### src/rtl/ysyx_23060221_lsu_pkg.sv
`default_nettype none
// ===========================================================================
// ysyx_23060221_lsu_pkg : shared encodings for the AXI load/store unit
// Revision: 1.0
// ===========================================================================
package ysyx_23060221_lsu_pkg;

    // memop[1:0] encodes access size; memop[2] selects zero-extension.
    localparam logic [2:0] MEMOP_NONE = 3'b111;
    localparam logic [1:0] SIZE_B     = 2'b00;
    localparam logic [1:0] SIZE_H     = 2'b01;
    localparam logic [1:0] SIZE_W     = 2'b10;

    localparam logic [1:0] CAUSE_NONE     = 2'b00;
    localparam logic [1:0] CAUSE_MISALIGN = 2'b01;
    localparam logic [1:0] CAUSE_FAULT    = 2'b10;

    localparam logic [1:0] AXI_BURST_INCR = 2'b01;

    typedef enum logic [2:0] {
        S_IDLE   = 3'd0,
        S_ADDR_R = 3'd1,
        S_DATA_R = 3'd2,
        S_WRITE  = 3'd3,
        S_RESP_B = 3'd4,
        S_DONE   = 3'd5
    } lsu_state_e;

    function automatic logic is_misaligned(input logic [1:0] size, input logic [1:0] addr_lo);
        return ((size == SIZE_H) && addr_lo[0]) || ((size == SIZE_W) && (addr_lo != 2'b00));
    endfunction

endpackage
`default_nettype wire

### src/rtl/ysyx_23060221_lsu_lane.sv
`default_nettype none
// ===========================================================================
// ysyx_23060221_lsu_lane : byte-lane steering for stores, extraction/extension for loads
// Revision: 1.0
// ===========================================================================
module ysyx_23060221_lsu_lane
    import ysyx_23060221_lsu_pkg::*;
#(
    parameter int DATA_W = 32
) (
    input  logic [$clog2(DATA_W/8)-1:0] off_i,
    input  logic [2:0]                  memop_i,
    input  logic [31:0]                 wdata_i,
    input  logic [DATA_W-1:0]           rdata_i,
    output logic [DATA_W-1:0]           wdata_o,
    output logic [DATA_W/8-1:0]         wstrb_o,
    output logic [31:0]                 rdata_o
);

    localparam int STRB_W = DATA_W / 8;

    logic [$clog2(DATA_W)-1:0] w_shamt;
    logic [DATA_W-1:0]         w_shifted;
    logic [STRB_W-1:0]         w_base;
    logic                      w_sign;

    assign w_shamt   = {off_i, 3'b000};
    assign wdata_o   = DATA_W'(wdata_i) << w_shamt;
    assign wstrb_o   = w_base << off_i;
    assign w_shifted = rdata_i >> w_shamt;
    assign w_sign    = ~memop_i[2];

    always_comb begin
        w_base = '0;
        case (memop_i[1:0])
            SIZE_B:  w_base = STRB_W'(4'b0001);
            SIZE_H:  w_base = STRB_W'(4'b0011);
            default: w_base = STRB_W'(4'b1111);
        endcase
    end

    always_comb begin
        rdata_o = '0;
        case (memop_i[1:0])
            SIZE_B:  rdata_o = {{24{w_sign & w_shifted[7]}},  w_shifted[7:0]};
            SIZE_H:  rdata_o = {{16{w_sign & w_shifted[15]}}, w_shifted[15:0]};
            default: rdata_o = w_shifted[31:0];
        endcase
    end

endmodule
`default_nettype wire

### src/rtl/ysyx_23060221_lsu_axi.sv
`default_nettype none
// ===========================================================================
// ysyx_23060221_lsu_axi : single-outstanding AXI4 master load/store unit
// Revision: 1.0
// ===========================================================================
module ysyx_23060221_lsu_axi
    import ysyx_23060221_lsu_pkg::*;
#(
    parameter int DATA_W = 32,
    parameter int ID_W   = 4,
    parameter int LSU_ID = 1
) (
    input  logic                clk,
    input  logic                rst,
    input  logic                in_valid,
    output logic                in_ready,
    input  logic [31:0]         in_addr,
    input  logic [31:0]         in_wdata,
    input  logic [2:0]          in_memop,
    input  logic                in_memwr,
    output logic                out_valid,
    input  logic                out_ready,
    output logic [31:0]         out_rdata,
    output logic                out_exc,
    output logic [1:0]          out_cause,
    output logic                awvalid,
    input  logic                awready,
    output logic [31:0]         awaddr,
    output logic [ID_W-1:0]     awid,
    output logic [7:0]          awlen,
    output logic [2:0]          awsize,
    output logic [1:0]          awburst,
    output logic                wvalid,
    input  logic                wready,
    output logic [DATA_W-1:0]   wdata,
    output logic [DATA_W/8-1:0] wstrb,
    output logic                wlast,
    input  logic                bvalid,
    output logic                bready,
    input  logic [1:0]          bresp,
    input  logic [ID_W-1:0]     bid,
    output logic                arvalid,
    input  logic                arready,
    output logic [31:0]         araddr,
    output logic [ID_W-1:0]     arid,
    output logic [7:0]          arlen,
    output logic [2:0]          arsize,
    output logic [1:0]          arburst,
    input  logic                rvalid,
    output logic                rready,
    input  logic [DATA_W-1:0]   rdata,
    input  logic [1:0]          rresp,
    input  logic                rlast,
    input  logic [ID_W-1:0]     rid
);

    localparam int OFF_W = $clog2(DATA_W / 8);

    lsu_state_e  state_q;
    logic [31:0] addr_q;
    logic [31:0] wdata_q;
    logic [2:0]  memop_q;
    logic        arvalid_q;
    logic        rready_q;
    logic        awvalid_q;
    logic        wvalid_q;
    logic        aw_done_q;
    logic        w_done_q;
    logic        bready_q;
    logic        out_valid_q;
    logic [31:0] out_rdata_q;
    logic        out_exc_q;
    logic [1:0]  out_cause_q;

    logic        w_aw_fire;
    logic        w_w_fire;
    logic [31:0] w_load;
    logic        w_unused_ok;

    // Single outstanding transaction: response IDs and low resp bits carry no information here.
    assign w_unused_ok = ^{bid, rid, bresp[0], rresp[0]};

    ysyx_23060221_lsu_lane #(
        .DATA_W (DATA_W)
    ) u_lane (
        .off_i   (addr_q[OFF_W-1:0]),
        .memop_i (memop_q),
        .wdata_i (wdata_q),
        .rdata_i (rdata),
        .wdata_o (wdata),
        .wstrb_o (wstrb),
        .rdata_o (w_load)
    );

    assign in_ready  = (state_q == S_IDLE);
    assign out_valid = out_valid_q;
    assign out_rdata = out_rdata_q;
    assign out_exc   = out_exc_q;
    assign out_cause = out_cause_q;

    assign arvalid = arvalid_q;
    assign araddr  = addr_q;
    assign arid    = ID_W'(LSU_ID);
    assign arlen   = 8'd0;
    assign arsize  = {1'b0, memop_q[1:0]};
    assign arburst = AXI_BURST_INCR;
    assign rready  = rready_q;

    assign awvalid = awvalid_q;
    assign awaddr  = addr_q;
    assign awid    = ID_W'(LSU_ID);
    assign awlen   = 8'd0;
    assign awsize  = {1'b0, memop_q[1:0]};
    assign awburst = AXI_BURST_INCR;
    assign wvalid  = wvalid_q;
    assign wlast   = wvalid_q;
    assign bready  = bready_q;

    assign w_aw_fire = awvalid_q & awready;
    assign w_w_fire  = wvalid_q & wready;

    always_ff @(posedge clk or negedge rst) begin
        if (!rst) begin
            state_q     <= S_IDLE;
            addr_q      <= '0;
            wdata_q     <= '0;
            memop_q     <= '0;
            arvalid_q   <= 1'b0;
            rready_q    <= 1'b0;
            awvalid_q   <= 1'b0;
            wvalid_q    <= 1'b0;
            aw_done_q   <= 1'b0;
            w_done_q    <= 1'b0;
            bready_q    <= 1'b0;
            out_valid_q <= 1'b0;
            out_rdata_q <= '0;
            out_exc_q   <= 1'b0;
            out_cause_q <= CAUSE_NONE;
        end else begin
            case (state_q)
                S_IDLE: begin
                    if (in_valid) begin
                        addr_q      <= in_addr;
                        wdata_q     <= in_wdata;
                        memop_q     <= in_memop;
                        out_rdata_q <= '0;
                        out_exc_q   <= 1'b0;
                        out_cause_q <= CAUSE_NONE;
                        if (in_memop == MEMOP_NONE) begin
                            state_q     <= S_DONE;
                            out_valid_q <= 1'b1;
                        end else if (is_misaligned(in_memop[1:0], in_addr[1:0])) begin
                            state_q     <= S_DONE;
                            out_valid_q <= 1'b1;
                            out_exc_q   <= 1'b1;
                            out_cause_q <= CAUSE_MISALIGN;
                        end else if (in_memwr) begin
                            state_q   <= S_WRITE;
                            awvalid_q <= 1'b1;
                            wvalid_q  <= 1'b1;
                            aw_done_q <= 1'b0;
                            w_done_q  <= 1'b0;
                        end else begin
                            state_q   <= S_ADDR_R;
                            arvalid_q <= 1'b1;
                        end
                    end
                end
                S_ADDR_R: begin
                    if (arready) begin
                        arvalid_q <= 1'b0;
                        rready_q  <= 1'b1;
                        state_q   <= S_DATA_R;
                    end
                end
                S_DATA_R: begin
                    if (rvalid && rlast) begin
                        rready_q    <= 1'b0;
                        out_valid_q <= 1'b1;
                        state_q     <= S_DONE;
                        if (rresp[1]) begin
                            out_exc_q   <= 1'b1;
                            out_cause_q <= CAUSE_FAULT;
                            out_rdata_q <= '0;
                        end else begin
                            out_rdata_q <= w_load;
                        end
                    end
                end
                S_WRITE: begin
                    // AW and W complete independently, in either order or together.
                    if (w_aw_fire) begin
                        awvalid_q <= 1'b0;
                        aw_done_q <= 1'b1;
                    end
                    if (w_w_fire) begin
                        wvalid_q <= 1'b0;
                        w_done_q <= 1'b1;
                    end
                    if ((aw_done_q || w_aw_fire) && (w_done_q || w_w_fire)) begin
                        bready_q <= 1'b1;
                        state_q  <= S_RESP_B;
                    end
                end
                S_RESP_B: begin
                    if (bvalid) begin
                        bready_q    <= 1'b0;
                        out_valid_q <= 1'b1;
                        state_q     <= S_DONE;
                        if (bresp[1]) begin
                            out_exc_q   <= 1'b1;
                            out_cause_q <= CAUSE_FAULT;
                        end
                    end
                end
                S_DONE: begin
                    if (out_ready) begin
                        out_valid_q <= 1'b0;
                        state_q     <= S_IDLE;
                    end
                end
                default: state_q <= S_IDLE;
            endcase
        end
    end

endmodule
`default_nettype wire

### config.mk
export PLATFORM = sky130hd
export DESIGN_NAME = ysyx_23060221_lsu_axi
export DESIGN_NICKNAME = d
export VERILOG_FILES = /design/src/rtl/ysyx_23060221_lsu_pkg.sv /design/src/rtl/ysyx_23060221_lsu_lane.sv /design/src/rtl/ysyx_23060221_lsu_axi.sv
export SDC_FILE = /design/constraint.sdc
export NUM_CORES = 1
export LEC_CHECK = 0
export ABC_CLOCK_PERIOD_IN_PS = 2790
export CAP_MARGIN = 20
export CORE_MARGIN = 2
export CORE_UTILIZATION = 41
export CTS_CLUSTER_DIAMETER = 100
export DETAILED_ROUTE_END_ITERATION = 8
export PLACE_DENSITY = 0.81
export SKIP_CTS_REPAIR_TIMING = 1
export SLEW_MARGIN = 20
export SYNTH_ARGS = -nofsm -noshare
export SYNTH_HDL_FRONTEND = slang
export SYNTH_SLANG_ARGS = --single-unit
### constraint.sdc
create_clock -name clk -period 2.79 [get_ports clk]
set_input_delay 0.558 -clock clk [delete_from_list [all_inputs] [get_ports clk]]
set_output_delay 0.558 -clock clk [all_outputs]
set_load 0.05 [all_outputs]
==> After elaboration in Yosys (flattened, before gate mapping) <==
Cells that the tools add are included.
{ "word_totals": {"ff_bits": 113, "input_bits": 122, "out_inout_bits": 177, "word_cells": 141} }
{ "op_classes": {"eq_ne": 24, "shifts": 3, "muxes": 67, "bitwise_logic": 5, "n_reduce_logical": 27} }
{ "op_table": {"columns": ["cell", "count"], "rows": [
  ["case mux 32 bit (2 select lines)", 2],
  ["2-to-1 mux 32 bit", 3],
  ["2-to-1 mux 1 bit", 36],
  ["AND reduction 6 bit", 6],
  ["<< shifter 32 x 5 -> 32 bit", 1],
  [">> shifter 32 x 5 -> 32 bit", 1],
  ["inequality test 2 bit (second input constant)", 13],
  ["2-to-1 mux 3 bit", 8],
  ["case mux 3 bit (6 select lines)", 1],
  ["case mux 1 bit (2 select lines)", 7],
  ["2-to-1 mux 2 bit", 6],
  ["nonzero test 2 bit", 6],
  ["== test 3 bit (second input constant)", 3],
  ["AND reduction 3 bit", 3],
  ["case mux 4 bit (2 select lines)", 1],
  ["== test 3 x 2 -> 1 bit (second input constant)", 2],
  ["case mux 2 bit (3 select lines)", 1],
  ["AND 1 bit", 4],
  ["== test 2 x 1 -> 1 bit (second input constant)", 2],
  ["logical AND 1 bit", 4],
  ["case mux 1 bit (4 select lines)", 1],
  ["nonzero test 4 bit", 1],
  ["<< shifter 4 x 2 -> 4 bit", 1],
  ["== test 3 x 1 -> 1 bit (second input constant)", 1],
  ["other kinds (10)", 12]
]} }

==> Logic depth before layout (Yosys ltp) <==
Gate-level depths: netlist (run 1).
{ "logic_depth": {"depth_word": 7, "mapped_depth": 7, "mapped_depth_nobuf": 4} }

==> Hierarchy <==
A second synthesis (run 1) with hierarchy kept.
{ "hier_totals": {"hier_cells": 804, "hier_area_um2": 6555.0} }
{ "modules_own_cells": {"columns": ["mod", "instances", "cells_per_inst", "area_each_um2", "seq_area_each_um2"], "rows": [
  ["ysyx_23060221_lsu_axi", 1, 589, 5078.6, 2827.7],
  ["ysyx_23060221_lsu_lane", 1, 215, 1476.4, 0.0]
]} }

==> Worst setup path after synthesis (run 1) <==
OpenSTA, ideal clock, no wires.
{ "synth_timing": {"path_kind": "reg-to-output", "startpoint": "register addr_q[0], in the netlist araddr[0]", "endpoint": "output port wdata[22]", "arrival_time_ps": 2903, "required_ps": 2232, "setup_slack_ps": -671, "stages_incl_launch_ff": 6, "n_path_buf": 3, "path_cell_list": "dfrtp_1 > clkbuf_1 > clkbuf_1 > buf_2 > mux2i_1 > o21ai_0"} }
{ "synth_via": {"elab_chain_cells": 1} }
{ "synth_lines": {"columns": ["item", "line_no", "rtl"], "rows": [
  ["start: declaration", "ysyx_23060221_lsu_axi.sv:60", "logic [31:0] addr_q;"],
  ["start signal: assignment", "ysyx_23060221_lsu_axi.sv:143", "addr_q <= in_addr;"],
  ["<< shifter 32 x 5 -> 32 bit", "ysyx_23060221_lsu_lane.sv:28", "assign wdata_o = DATA_W'(wdata_i) << w_shamt;"],
  ["end: declaration", "ysyx_23060221_lsu_axi.sv:35", "output logic [DATA_W-1:0] wdata,"]
]} }
Every way passes these cells.

==> Final worst setup path (run 1) <==
{ "layout_timing": {"startpoint": "register addr_q[0], in the netlist araddr[0]", "endpoint": "output port wstrb[3]"} }
{ "layout_via": {"elab_chain_cells": 1} }
{ "layout_lines": {"columns": ["item", "line_no", "rtl"], "rows": [
  ["<< shifter 4 x 2 -> 4 bit", "ysyx_23060221_lsu_lane.sv:29", "assign wstrb_o = w_base << off_i;"],
  ["end: declaration", "ysyx_23060221_lsu_axi.sv:36", "output logic [DATA_W/8-1:0] wstrb,"]
]} }
Every way passes these cells.

==> reports/metrics.csv, run 1 <==
metric,value,unit
Iter 0 DRT Violations,186,
Rel. slew slack,0.422,
Crit. End Element,output pin,
clock sinks,113,
Initial Utilization,0.420,
Final Max Tran Viols,0,
"commonest non-fill, non-tap cell in the layout",clkdlybuf4s50_1,
Synth-to-Final Area Change,58.2,%
# fillers,1086,
Tot GR Track Use,0.220,
"CTS clk-pin slew, worst paths",50,ps
NumNets Final,886,
type of element launching the critical path,flop,
Site Rows,44,
core area,14500,sq um
first-pass GRT wire length,27500,um
DR WL/cell,18.2,um
Final TNS setup,0,ps
Hold Path Class,in2async,
Post-Syn Area,6070,sq um
area of the multi-input gates,2860,sq um
CTS max path bufs,2,
crit path kind,reg2out,
RSZ-0062 raised after global routing,no,
diode count,0,
final WL,17500,um
"Top FF cell, synth",dfrtp_1,
status,"finished, final reports clean",
die width,126,um
minimum clock period,2550,ps
Worst-Skew Late Latency,410,ps
cells after synthesis,543,
average size of a mapped cell,11.2,sq um
fmax,392,MHz
"slowest stage cell, crit path",dfrtp_4,
Port Buf Inserts,258,
H-tree depth,4,
Inserted Clock Buffers,17,
YS warnings,0,
die area,15800,sq um
CP Max Fanout,27,
Clock Skew,8.73,ps
#FFs+latches synth,113,
Sequential Area,2840,sq um
drt pass-1 iters,4,
DIE HEIGHT,126,um
clk root buf,clkbuf_16,
"commonest non-fill, non-tap cells in the layout","216 x clkdlybuf4s50_1, 111 x dfrtp_1, 76 x mux2_2, 38 x buf_12, 32 x mux2i_1",
final hold vios,0,
endpoints failing setup,0,
"antenna viol nets, final",0,
worst slew pin tran,866,ps
vias per cell,5.26,
Critical Path AT,1990,ps
Final Wtd Congestion,0.880,
critical path startpoint,araddr[0],
Boundary Pins,299,
Worst path max stage delay,690,ps
"EDFF count, synth",0,
grt ovf,0,
sequential element share of the synthesized area,0.465,
initial antenna violation count,0,
# DRC,0,
maxcap violations,0,
Synth cell types,48,
asr flop ratio synth,1.00,
CP Cell Sequence,"buf_4, o21ai_0, nand2b_1, buf_12",
CTS tree,done,
Post-DP HPWL,13100,um
Crit path required time,2230,ps
vias,5057,
fin crit share,0.914,
largest net degree at the start of global routing,49,
reg2reg start,araddr[0],
share of layout cells above drive strength 1,0.270,
vias in the first global route,5287,
[synth_stat cells (2+ instances only)]
library cell / count / area share
dfrtp_1: 113 / 0.47
mux2_2: 76 / 0.14
buf_4: 67 / 0.083
a21oi_1: 36 / 0.030
mux2i_1: 32 / 0.053
nor2_1: 28 / 0.017
clkbuf_1: 25 / 0.015
o21ai_0: 20 / 0.016
o2bb2ai_1: 17 / 0.025
nand2_1: 16 / 0.0099
nor2b_1: 12 / 0.012
a211oi_1: 10 / 0.012
a221o_2: 10 / 0.019
and2_1: 8 / 0.0082
nand3b_1: 8 / 0.0099
a221o_1: 6 / 0.0099
inv_1: 6 / 0.0037
buf_1: 5 / 0.0031
a31oi_1: 4 / 0.0041
nand2b_1: 4 / 0.0041
a2bb2oi_1: 3 / 0.0043
and3_1: 3 / 0.0031
nand3_1: 3 / 0.0025
buf_2: 2 / 0.0016
buf_6: 2 / 0.0037
conb_1: 2 / 0.0012
nor3_1: 2 / 0.0016
o22ai_1: 2 / 0.0021
or2_2: 2 / 0.0021
[registers in the layout, summed over array words and instances, names as in the netlist]
signal	cells
araddr	32
out_rdata	32
wdata_q	32
memop_q	3
state_q	3
out_cause	2
arvalid	1
aw_done_q	1
awvalid	1
bready	1
out_exc	1
out_valid	1
rready	1
w_done_q	1
wlast	1
[worst max-delay path, delay by kind of cell (launching register included)]
family                 cells  cell delay (ps)
and+or+nand+nor            1              150
DFF                        1              690
buffers and inverters      2              570
AOI/OAI and AO/OA          1              170
[final cells by class]
type,count,share of cell area
well taps,184,0.0240
inverters,6,0.00234
clock buffers,21,0.0458
multi-input cells,351,0.297
clock inverters,11,0.0145
flip-flops and latches,113,0.295
repair buffers,275,0.321
[kinds of logic (layout without fill, tap and decap cells)]
family / Yosys count / after routing / synth area share
other cells: 2 / 30 / 0.00124
flops: 113 / 113 / 0.465
buf+inv: 107 / 313 / 0.110
compound gates: 117 / 117 / 0.138
mux: 109 / 109 / 0.197
simple gates: 95 / 95 / 0.0875
[metrics by stage]
| stage | setup WS, ps | instance area (sq um) | instances | utilization | hold WS, ps |
|---|---|---|---|---|---|
| 5_1_grt | 131 | 9610 | 961 | 0.664 | 93.9 |
| 2_1_floorplan | -29.8 | 6350 | 571 | - | 262 |
| 3_5_place_dp | 233 | 9010 | 928 | 0.622 | 480 |
| 4_1_cts | 3.47 | 9590 | 960 | 0.662 | 79.8 |
| 6_report | 239 | 9610 | 961 | 0.664 | 77.9 |
| 3_3_place_gp | 307 | 9010 | 928 | 0.622 | 476 |
[routing by layer]
| layer | vias to the layer above | part of all wire | GRT usage |
|---|---|---|---|
| met2 | 237 | 0.49 | 0.366 |
| met4 | 0 | 0.033 | 0.105 |
| met3 | 42 | 0.092 | 0.0807 |
| met1 | 2465 | 0.39 | 0.251 |
| li1 | 2313 | - | - |
| met5 | - | 0 | 0 |
[path summary, 6_finish.rpt]
path	end	slack, ps	depth (start not counted)
worst min register to register	out_rdata[1]	490	1
max in group asynchronous	araddr[23]	1870	2
min in group clk	out_rdata[1]	490	1
worst max register to register	out_rdata[15]	450	5
worst max-delay path	wstrb[3]	240	4
worst min-delay path	araddr[30]	80	1
Power of run 1 is left out: the tool's default activity adds up to more than one toggle a clock period on the data nets, which glitch-free logic cannot reach.
==> run 2: changes to the inputs <==
CTS_CLUSTER_SIZE = 24   (was default)
SLEW_MARGIN = 10   (was 20)
==> results of run 2 <==
Same layout as run 1: the final DEF is identical, and so are final timing and power.
Power of run 2 is left out for the same reason.
